File: config.mk
export PLATFORM = sky130hd
export DESIGN_NAME = rmii_rx_dispatch
export DESIGN_NICKNAME = d
export VERILOG_FILES = /design/src/rtl/rmii_pkg.sv /design/src/rtl/rmii_rx_dispatch.sv
export SDC_FILE = /design/constraint.sdc
export NUM_CORES = 1
export LEC_CHECK = 0
export BUFFER_PORTS_ARGS = -buffer_cell sky130_fd_sc_hd__buf_4
export CORE_AREA = 2 2 128 130
export DETAILED_ROUTE_END_ITERATION = 10
export DIE_AREA = 0 0 130 132
export GPL_TIMING_DRIVEN = 0
export PLACE_DENSITY_LB_ADDON = 0.08
export SETUP_SLACK_MARGIN = 0.3
export SLEW_MARGIN = 10
export SYNTH_ARGS = -nofsm -noshare
export SYNTH_HDL_FRONTEND = slang
export SYNTH_SLANG_ARGS = --single-unit
File: constraint.sdc
create_clock -name REF_CLK -period 2.77 [get_ports REF_CLK]
set_input_delay 0.1385 -clock REF_CLK [delete_from_list [all_inputs] [get_ports REF_CLK]]
set_output_delay 0.1385 -clock REF_CLK [all_outputs]
set_load 0.02 [all_outputs]
File: src/rtl/rmii_pkg.sv
// Shared constants and state encoding for the RMII receive-path frame dispatcher.
package rmii_pkg;

   typedef enum logic [2:0] {
      ST_IDLE   = 3'd0,
      ST_HDR    = 3'd1,
      ST_DECIDE = 3'd2,
      ST_REPLAY = 3'd3,
      ST_BODY   = 3'd4,
      ST_DROP   = 3'd5
   } state_e;

   localparam int          ETH_HDR_LEN = 14;
   localparam logic [47:0] BCAST_MAC   = 48'hFFFF_FFFF_FFFF;
   localparam logic [15:0] ETYPE_ARP   = 16'h0806;
   localparam logic [15:0] ETYPE_IPV4  = 16'h0800;

endpackage

File: src/rtl/rmii_rx_dispatch.sv
// Drains the RMII byte FIFO frame by frame, filters on destination MAC and
// forwards each accepted frame to one of two byte-stream consumers by EtherType.
module rmii_rx_dispatch
   import rmii_pkg::*;
#(
   parameter logic [47:0] MAC_ADDR = 48'h02_00_00_00_00_01,
   parameter logic [15:0] ETYPE0   = ETYPE_ARP,
   parameter logic [15:0] ETYPE1   = ETYPE_IPV4
) (
   input  logic        REF_CLK,
   input  logic        rst,
   input  logic        cfg_en,
   input  logic        cfg_promisc,
   input  logic [7:0]  fifo_dout,
   input  logic        fifo_EOD_out,
   input  logic        fifo_empty,
   output logic        fifo_rden,
   output logic [7:0]  m_data,
   output logic        m_last,
   output logic [1:0]  m_valid,
   input  logic [1:0]  m_ready,
   output logic [15:0] fwd0_count,
   output logic [15:0] fwd1_count,
   output logic [15:0] drop_count,
   output logic        busy
);

   state_e      state_q, state_d;
   logic        inflight_q;
   logic [3:0]  idx_q, idx_d;
   logic        port_q, port_d;
   logic [7:0]  mdata_q, mdata_d;
   logic        mlast_q, mlast_d;
   logic [1:0]  mvalid_q, mvalid_d;
   logic [15:0] fwd0_q, fwd0_d, fwd1_q, fwd1_d, drop_q, drop_d;
   logic [7:0]  hdr_q [ETH_HDR_LEN];

   logic        hdr_we, rden, accept, addr_ok;
   logic [47:0] dst;
   logic [15:0] etype;
   logic [7:0]  replay_byte;
   logic [1:0]  sel_valid;

   assign accept      = mvalid_q[port_q] & m_ready[port_q];
   assign dst         = {hdr_q[0], hdr_q[1], hdr_q[2], hdr_q[3], hdr_q[4], hdr_q[5]};
   assign etype       = {hdr_q[12], hdr_q[13]};
   assign addr_ok     = cfg_promisc | (dst == MAC_ADDR) | (dst == BCAST_MAC);
   assign replay_byte = (idx_q < 4'(ETH_HDR_LEN)) ? hdr_q[idx_q] : 8'h00;
   assign sel_valid   = port_q ? 2'b10 : 2'b01;

   always_comb begin
      state_d  = state_q;
      idx_d    = idx_q;
      port_d   = port_q;
      mdata_d  = mdata_q;
      mlast_d  = mlast_q;
      mvalid_d = mvalid_q;
      fwd0_d   = fwd0_q;
      fwd1_d   = fwd1_q;
      drop_d   = drop_q;
      hdr_we   = 1'b0;
      rden     = 1'b0;
      unique case (state_q)
         ST_IDLE: begin
            if (cfg_en && !fifo_empty) begin
               state_d = ST_HDR;
               idx_d   = '0;
            end
         end
         ST_HDR: begin
            rden = !inflight_q && !fifo_empty;
            if (inflight_q) begin
               hdr_we = 1'b1;
               // EOD anywhere in the header (including byte 13) means nothing to forward
               if (fifo_EOD_out) begin
                  drop_d  = drop_q + 16'd1;
                  state_d = ST_IDLE;
               end else if (idx_q == 4'(ETH_HDR_LEN - 1)) begin
                  state_d = ST_DECIDE;
               end else begin
                  idx_d = idx_q + 4'd1;
               end
            end
         end
         ST_DECIDE: begin
            idx_d = '0;
            if (addr_ok && etype == ETYPE0) begin
               port_d  = 1'b0;
               state_d = ST_REPLAY;
            end else if (addr_ok && etype == ETYPE1) begin
               port_d  = 1'b1;
               state_d = ST_REPLAY;
            end else begin
               state_d = ST_DROP;
            end
         end
         ST_REPLAY: begin
            // idx_q counts header bytes already loaded into the output register
            if (accept && idx_q == 4'(ETH_HDR_LEN)) begin
               mvalid_d = 2'b00;
               state_d  = ST_BODY;
            end else if ((!mvalid_q[port_q] || accept) && idx_q < 4'(ETH_HDR_LEN)) begin
               mdata_d  = replay_byte;
               mlast_d  = 1'b0;
               mvalid_d = sel_valid;
               idx_d    = idx_q + 4'd1;
            end
         end
         ST_BODY: begin
            rden = !inflight_q && !fifo_empty && (!mvalid_q[port_q] || (accept && !mlast_q));
            if (accept) begin
               mvalid_d = 2'b00;
               if (mlast_q) begin
                  if (port_q) fwd1_d = fwd1_q + 16'd1;
                  else        fwd0_d = fwd0_q + 16'd1;
                  state_d = ST_IDLE;
               end
            end
            // a read is only issued once the holding register is free, so this never collides
            if (inflight_q) begin
               mdata_d  = fifo_dout;
               mlast_d  = fifo_EOD_out;
               mvalid_d = sel_valid;
            end
         end
         ST_DROP: begin
            rden = !inflight_q && !fifo_empty;
            if (inflight_q && fifo_EOD_out) begin
               drop_d  = drop_q + 16'd1;
               state_d = ST_IDLE;
            end
         end
         default: state_d = ST_IDLE;
      endcase
   end

   assign fifo_rden = rden & ~rst;

   always_ff @(posedge REF_CLK) begin
      if (rst) begin
         state_q    <= ST_IDLE;
         inflight_q <= 1'b0;
         idx_q      <= '0;
         port_q     <= 1'b0;
         mdata_q    <= '0;
         mlast_q    <= 1'b0;
         mvalid_q   <= '0;
         fwd0_q     <= '0;
         fwd1_q     <= '0;
         drop_q     <= '0;
      end else begin
         state_q    <= state_d;
         inflight_q <= fifo_rden;
         idx_q      <= idx_d;
         port_q     <= port_d;
         mdata_q    <= mdata_d;
         mlast_q    <= mlast_d;
         mvalid_q   <= mvalid_d;
         fwd0_q     <= fwd0_d;
         fwd1_q     <= fwd1_d;
         drop_q     <= drop_d;
      end
   end

   always_ff @(posedge REF_CLK) begin
      if (hdr_we) hdr_q[idx_q] <= fifo_dout;
   end

   assign m_data     = mdata_q;
   assign m_last     = mlast_q;
   assign m_valid    = mvalid_q;
   assign fwd0_count = fwd0_q;
   assign fwd1_count = fwd1_q;
   assign drop_count = drop_q;
   assign busy       = (state_q != ST_IDLE);

endmodule

==> results of run 1 <==
final timing paths:
kind                      startpoint                 endpoint  slack [ns]  cells past startpoint
min reg2reg  m_valid[0]$_SDFFE_PP0P_  m_valid[0]$_SDFFE_PP0P_        0.50                      2
max            hdr_q[0][5]$_DFFE_PP_  state_q[1]$_SDFFE_PP0P_        0.34                      6
max reg2reg    hdr_q[0][5]$_DFFE_PP_  state_q[1]$_SDFFE_PP0P_        0.34                      6
min                     fifo_EOD_out      m_last$_SDFFE_PP0P_        0.01                      3
placed cells by master, fill, tap and decap left out, types with 12 or more instances in the layout:
cell,Yosys,final
a21oi_1,23,23
and3_1,13,13
buf_4,0,79
clkbuf_1,17,14
clkbuf_16,0,17
dfxtp_1,72,72
edfxtp_1,128,128
mux4_2,37,37
nand2_1,36,34
nand3_1,21,21
nand4_1,27,27
nor2_1,73,61
nor2_4,0,12
xnor2_1,16,16
xor2_1,24,24
repair_timing:
action,CTS,global route
endpoints found under the setup margin,133,140
hold buffers,2,0
hold endpoints to repair,2,0
buffers inserted,5,0
resized for setup,24,27
pin swaps,4,0
power breakdown:
| part | leakage, nW | switching [mW] | internal [mW] |
|---|---|---|---|
| combinational | 1.38 | 0.112 | 0.0660 |
| clock | 0.284 | 1.14 | 1.36 |
| sequential | 1.73 | 0.00803 | 3.17 |
| total | 3.39 | 1.26 | 4.59 |
metal layers:
metal	part of all wire (%)	global-route usage [%]	vias up	routed length, um
li1	-	-	2599	-
met1	44	34.0	2852	8540
met2	50	36.7	184	9690
met3	5.4	4.79	20	1050
met5	0	0	-	0
met4	1.1	5.14	0	218
synthesized netlist by cell type, drive strengths merged:
library cell	count	share of area [%]
o221ai	1	0.10
nand2b	3	0.22
nor3b	1	0.22
and2	4	0.30
nor4	15	1.3
nand4	27	2.0
and3b	1	0.10
a2111oi	1	0.18
o211ai	1	0.089
or3	10	0.74
and2b	1	0.089
a22oi	9	0.80
o21ai	10	0.59
o31a	2	0.21
a21oi	23	1.4
nor2b	2	0.15
dfxtp	72	17
nor3	12	0.77
or4	2	0.18
o2111a	2	0.27
a31o	1	0.10
and3	13	0.96
a211oi	1	0.089
a21o	2	0.18
buf	11	0.61
a21boi	1	0.089
ha	7	1.0
xor2	24	2.5
and4b	1	0.12
nor2	73	3.2
mux4	40	11
xnor2	16	1.7
a31oi	3	0.30
nand3	21	1.2
nor4b	1	0.10
mux2i	9	1.1
nand3b	3	0.27
nand2	36	1.6
edfxtp	128	45
clkbuf	17	0.75
inv	11	0.49
a221o	1	0.13
o311ai	1	0.10
and4	4	0.41
a2bb2o	1	0.12
per-stage QoR:
step | setup slack, ns | total power [mW] | util [%]
6_report | 0.338 | 5.85 | 65.0
5_1_grt | 0.244 | 6.01 | 65.0
4_1_cts | 0.302 | 5.86 | 64.3
3_5_place_dp | -0.312 | 3.41 | 59.3
3_3_place_gp | -0.399 | 3.41 | 59.2
2_1_floorplan | 0.557 | 3.33 | -
logic make-up (layout without fill, tap and decap cells):
family	after synthesis	count (layout)
buffers and inverters	39	154
adder cells (fa/ha/maj)	7	7
multiplexers	49	49
AND/OR/NAND/NOR	230	230
AO/OA/AOI/OAI	60	60
flip-flops	200	200
XOR/XNOR	40	40
worst register-to-register path, delay by kind of cell, from the launching register on:
family,cells,cell delay (ns)
flops,1,0.44
simple gates,4,1.27
compound gates,2,0.62
area by class of cell:
cell class	instances	area share [%]
sequential	200	51.8
multi-input combinational	386	31.5
timing repair buffer	83	6.64
clock buffer	18	4.20
tap	216	2.65
clock inverter	14	1.62
buffer	28	1.25
inverter	11	0.404
registers in the layout, indices dropped and copies added, names as in the netlist, 2 cells and up, named ones only:
name and count:
m_data 8, hdr_q 128, state_q 3, m_valid 2, fwd1_count 16, drop_count 16, fwd0_count 16, idx_q 4
==> impl_metrics.ini, run 1 <==
[logic_synthesis]
avgSynthCellArea_um2 = 13.5
synthesis.nets = 648
syn_inst = 625
synth_top_family_by_area = simple AND/OR/NAND/NOR gates
synth-simple-area-share_pct = 14.0
synth_compound_area_share_pct = 4.70
synth_cell_types = 50
synth_adder_area_share_pct = 1.04
synth.cell_area_um2 = 8460
yosysWarnings = 0
synth_mux_area_share_pct = 11.8
yosys_register_bits = 200
ys_seq_area_share_pct = 62.5
synthXorXnorAreaFrac_pct = 4.14

[die]
core_um2 = 15700
rows = 46
ios = 77
die_h_um = 132
dieArea_um2 = 17200
die_x_um = 130
start_util_pct = 53.8

[run_status]
status = completed

[drt]
post_drt_wl_per_cell_um = 20.4
antenna_left = 0
wl_mm = 19.5
routed_via_density = 5.92
first_pass_iters = 6
drt_iter0_drc = 512
vias = 5655
drcViolationCount = 0

[setup_path]
required_ns = 3.10
cp_cell_sequence = nor4_2, nand4_1, or4_4, a31oi_4, nand3_1, a2111oi_4
cp_max_fo = 3
timing.critical_path.buf_inv = 0
critPathSlowestCell = or4_4
arrival_ns = 2.76
cp-start-kind = flop
endpoint_kind = flop
crit_type = reg -> reg
crit_family = simple AND/OR/NAND/NOR gates
critPathMaxStageDelay_ns = 0.58

[layout]
fillers = 1152
drive_gt1_share_pct = 25.8
areaGrowthSynthToFinish_pct = 20.7
diodes = 0
multi_input_area_um2 = 3210
nNetsFinal = 750
final_cell_count_no_fill = 956
finalInstanceArea_um2 = 10200
regArea_um2 = 5290

[global_route]
antenna_found_initial = 0
grt_pass1_wl_mm = 30.0
grt-ovfl-total = 0
grt_pass1_vias = 5381
grtUsageTotal_pct = 23.3
grt_max_degree = 19

[clock_tree]
cts_tree = built
cts.sinks = 200
path_clk_slew_ns = 0.07
clock_path_buffers = 2
cts_made_buffers = 17
clk_latency_ns = 0.43
clock-root-buffer = clkbuf_16
htreeDepth = 4

[placement]
port_buffers = 76
dpl_cell_area_um2 = 9310
dpl.hpwl_mm = 13.7
dp_cells = 917
place.gp.congestion = 0.886

[timing]
fin_crit_ns = 2.43
setup_tns_ns = 0
min_period_over_period_pct = 87.8
slew_headroom_pct = 46.1
tightest_slew_ns = 0.808
max_freq_mhz = 411
slew_viol_final = 0
setup_viol = 0
fin_worst_skew_ns = 0.0138
timing.hold.ws_ns = 0.0135
hold_viol_final = 0
rsz0062_at_grt = true

[power]
peakVddDrop_mv = 0.483
power_density_nw_per_um2 = 573
power_leakage_nw = 3.39

[hold_path]
hp-class = in -> reg

[job]
maxCapViolCount = 0
No activity file was read; power rests on OpenSTA's default activity.
==> run 2: changes to the inputs <==
- ABC_AREA: default -> 1
- CORE_AREA: 2 2 128 130 -> 2 2 131 133
- DIE_AREA: 0 0 130 132 -> 0 0 133 135
==> run 2 against run 1 <==
Against the previous run: fmax up 5.0%; synthesized area up 6.3%; register-to-register slack better by 0.12 ns; utilization down 1.2 points; highest routed layer unchanged; critical endpoint is now hdr_q[7][1]$_DFFE_PP_; sequential share of layout area down 1.2 points; cell area up 2.5%; first-iteration DRC count up 49%; global-route usage up 3.4 points; synthesized cell count up 56%; combinational power rose to 7.6 times the previous value; largest cell class unchanged; wire length up 21%.
==> impl_metrics.ini, run 2 <==
[logic_synthesis]
syn_inst = 977
synth.cell_area_um2 = 8990
synth_top_area_share_pct = 42.8
yosys-top-cells-area = edfxtp_1 (43%), dfxtp_1 (16%), nor2_1 (7.5%)
avgSynthCellArea_um2 = 9.20
synth_cell_types = 42
synth-edff-count = 128
synthesis.nets = 1000
ys_seq_area_share_pct = 58.8
yosysWarnings = 0
synth_most_common_cell = nor2_1
synthTopCellsByCount = nor2_1 (179), nand2_1 (147), edfxtp_1 (128)
synth-async-reset-ratio_pct = 0
synthFlopType = edfxtp_1
yosys_register_bits = 200
yosysTopAreaCell = edfxtp_1

[timing]
setup_tns_ns = 0
slew_headroom_pct = 34.7
fin_crit_ns = 2.32
fin_worst_skew_ns = 0.0102
tightest_slew_ns = 0.976
setup_viol = 0
hold_viol_final = 0
min_period_over_period_pct = 83.7
finalWorstSetupSlack_ns = 0.453
rsz0062_at_grt = true
max_freq_mhz = 432
slew_viol_final = 0

[clock_tree]
cts.sinks = 200
clock-root-buffer = clkbuf_16
clock_path_buffers = 2
htreeDepth = 4
cts_setup_buffers = 0
path_clk_slew_ns = 0.07
cts_made_buffers = 17
cts_tree = built
clk_latency_ns = 0.44

[drt]
wl_mm = 23.6
drt_iter0_drc = 763
antenna_left = 0
routed_via_density = 5.62
post_drt_wl_per_cell_um = 18.0
first_pass_iters = 5
drcViolationCount = 0
vias = 7343

[global_route]
grt_use_met2_pct = 44.9
grt-ovfl-total = 0
grt_pass1_wl_mm = 36.3
grtUsageTotal_pct = 26.8
gr-max-usage-layer = met2
met1_usage_pct = 34.1
gr-usage-met3_pct = 6.68
grt_pass1_vias = 6726
antenna_found_initial = 0
grt_max_degree = 18

[layout]
regMostFlops = hdr_q
largest_register_ffs = 128
fillers = 1425
areaGrowthSynthToFinish_pct = 16.4
nNetsFinal = 1096
post-route-util_pct = 63.8
drive_gt1_share_pct = 13.0
final_common_cell = nor2_1
diodes = 0
finalInstanceArea_um2 = 10500
layout_common_cells = nor2_1 (174), nand2_1 (147), edfxtp_1 (128)

[setup_path]
r2r_setup_slack_ns = 0.45
cp_common_cell = nor2_1
cp-start-kind = flop
cp-endpoint = hdr_q[7][1]$_DFFE_PP_
critPathMaxStageDelay_ns = 0.77
worstRegToRegCells = 7
cp_max_fo = 8
critPathLaunch = state_q[2]$_SDFFE_PP0P_
required_ns = 2.83
crit_type = reg -> reg
r2r_end = hdr_q[7][1]$_DFFE_PP_
arrival_ns = 2.38
cp_cell_sequence = inv_1, nand2_1, nor2_1, inv_1, nor2_1, nand2_1, nor2_1
endpoint_kind = flop
timing.rr.start = state_q[2]$_SDFFE_PP0P_
critPathSlowestCell = nor2_1

[run_status]
status = completed

[power]
p_seq_share_pct = 45.4
p_switching_mw = 2.16
comb_power_share_pct = 19.0
netSwitchingFraction_pct = 30.2
power_leakage_nw = 3.81
power_frac_clock_pct = 35.6
peakVddDrop_mv = 0.573
internal_power_mw = 5.00
power_density_nw_per_um2 = 685

[die]
ios = 77
dieArea_um2 = 18000
core_um2 = 16400
die_h_um = 135
die_x_um = 133
rows = 47
start_util_pct = 54.8

[placement]
port_buffers = 76
pre_cts_slack_ns = 0.434
dpl_cell_area_um2 = 9840
dpl.hpwl_mm = 16.5
place.gp.congestion = 0.923

[job]
maxCapViolCount = 0

[hold_path]
hp-class = in -> reg
## run 2: how the worst min path moves through the flow
stage	startpoint	end	slack, ns	cells past startpoint
4_1_cts	fifo_dout[6]	hdr_q[3][6]$_DFFE_PP_	0.009	1
2_1_floorplan	fifo_empty	inflight_q$_SDFF_PP0_	0.22	1
3_3_place_gp	fifo_empty	inflight_q$_SDFF_PP0_	0.32	2
3_5_place_dp	fifo_empty	inflight_q$_SDFF_PP0_	0.33	2
5_1_grt	fifo_dout[6]	hdr_q[3][6]$_DFFE_PP_	0.01	1
6_report	fifo_dout[6]	hdr_q[12][6]$_DFFE_PP_	0.02	1
## run 2: final cells by class
class | count | area (um^2) | area share [%]
buffer | 33 | 133 | 1.27
clock buffer | 18 | 429 | 4.10
clock inverter | 14 | 171 | 1.64
inverter | 83 | 314 | 3.00
multi-input combinational | 661 | 3270 | 31.3
sequential | 200 | 5290 | 50.5
tap | 220 | 275 | 2.63
timing repair buffer | 77 | 581 | 5.55
## run 2: what timing repair did
action / in CTS / in global routing
endpoints found under the hold margin: 1 / 0
resized for setup: 0 / 7
hold buffers: 1 / 0
endpoints found under the setup margin: 0 / 65
## run 2: worst max-delay path, delay by kind of cell, from the launching register on
family	cells	cell delay [ns]
buffers and inverters	2	0.17
AND/OR/NAND/NOR	5	1.39
flip-flops	1	0.37
## run 2: cells by family after synthesis
kind of cell | Yosys count | synth area share (%)
AOI/OAI and AO/OA | 222 | 13.9
xor gates and xnor gates | 5 | 0.487
adders and majority gates | 7 | 0.974
buffers and inverters | 116 | 4.95
DFF | 200 | 58.8
and+or+nand+nor | 427 | 20.9
## run 2: stage by stage
step,std cells,total power [mW],hold WS (ns)
floorplan,977,4.13,0.217
global placement,1273,4.64,0.324
detailed placement,1273,4.65,0.329
CTS,1306,7.15,0.00932
global route,1306,7.44,0.0130
finish,1306,7.17,0.0246
## run 2: layer usage
metal	wire length, um	vias up
li1	-	3575
met1	9770	3429
met2	11300	302
met3	1940	37
met4	532	0
met5	0	-
## run 2: power by group through the flow
stage | clock (mW) | combinational, mW | sequential [mW]
2_1_floorplan | 0 | 0.827 | 3.31
3_3_place_gp | 0 | 1.33 | 3.31
3_5_place_dp | 0 | 1.33 | 3.32
4_1_cts | 2.56 | 1.34 | 3.25
5_1_grt | 2.69 | 1.50 | 3.25
6_report | 2.55 | 1.36 | 3.25
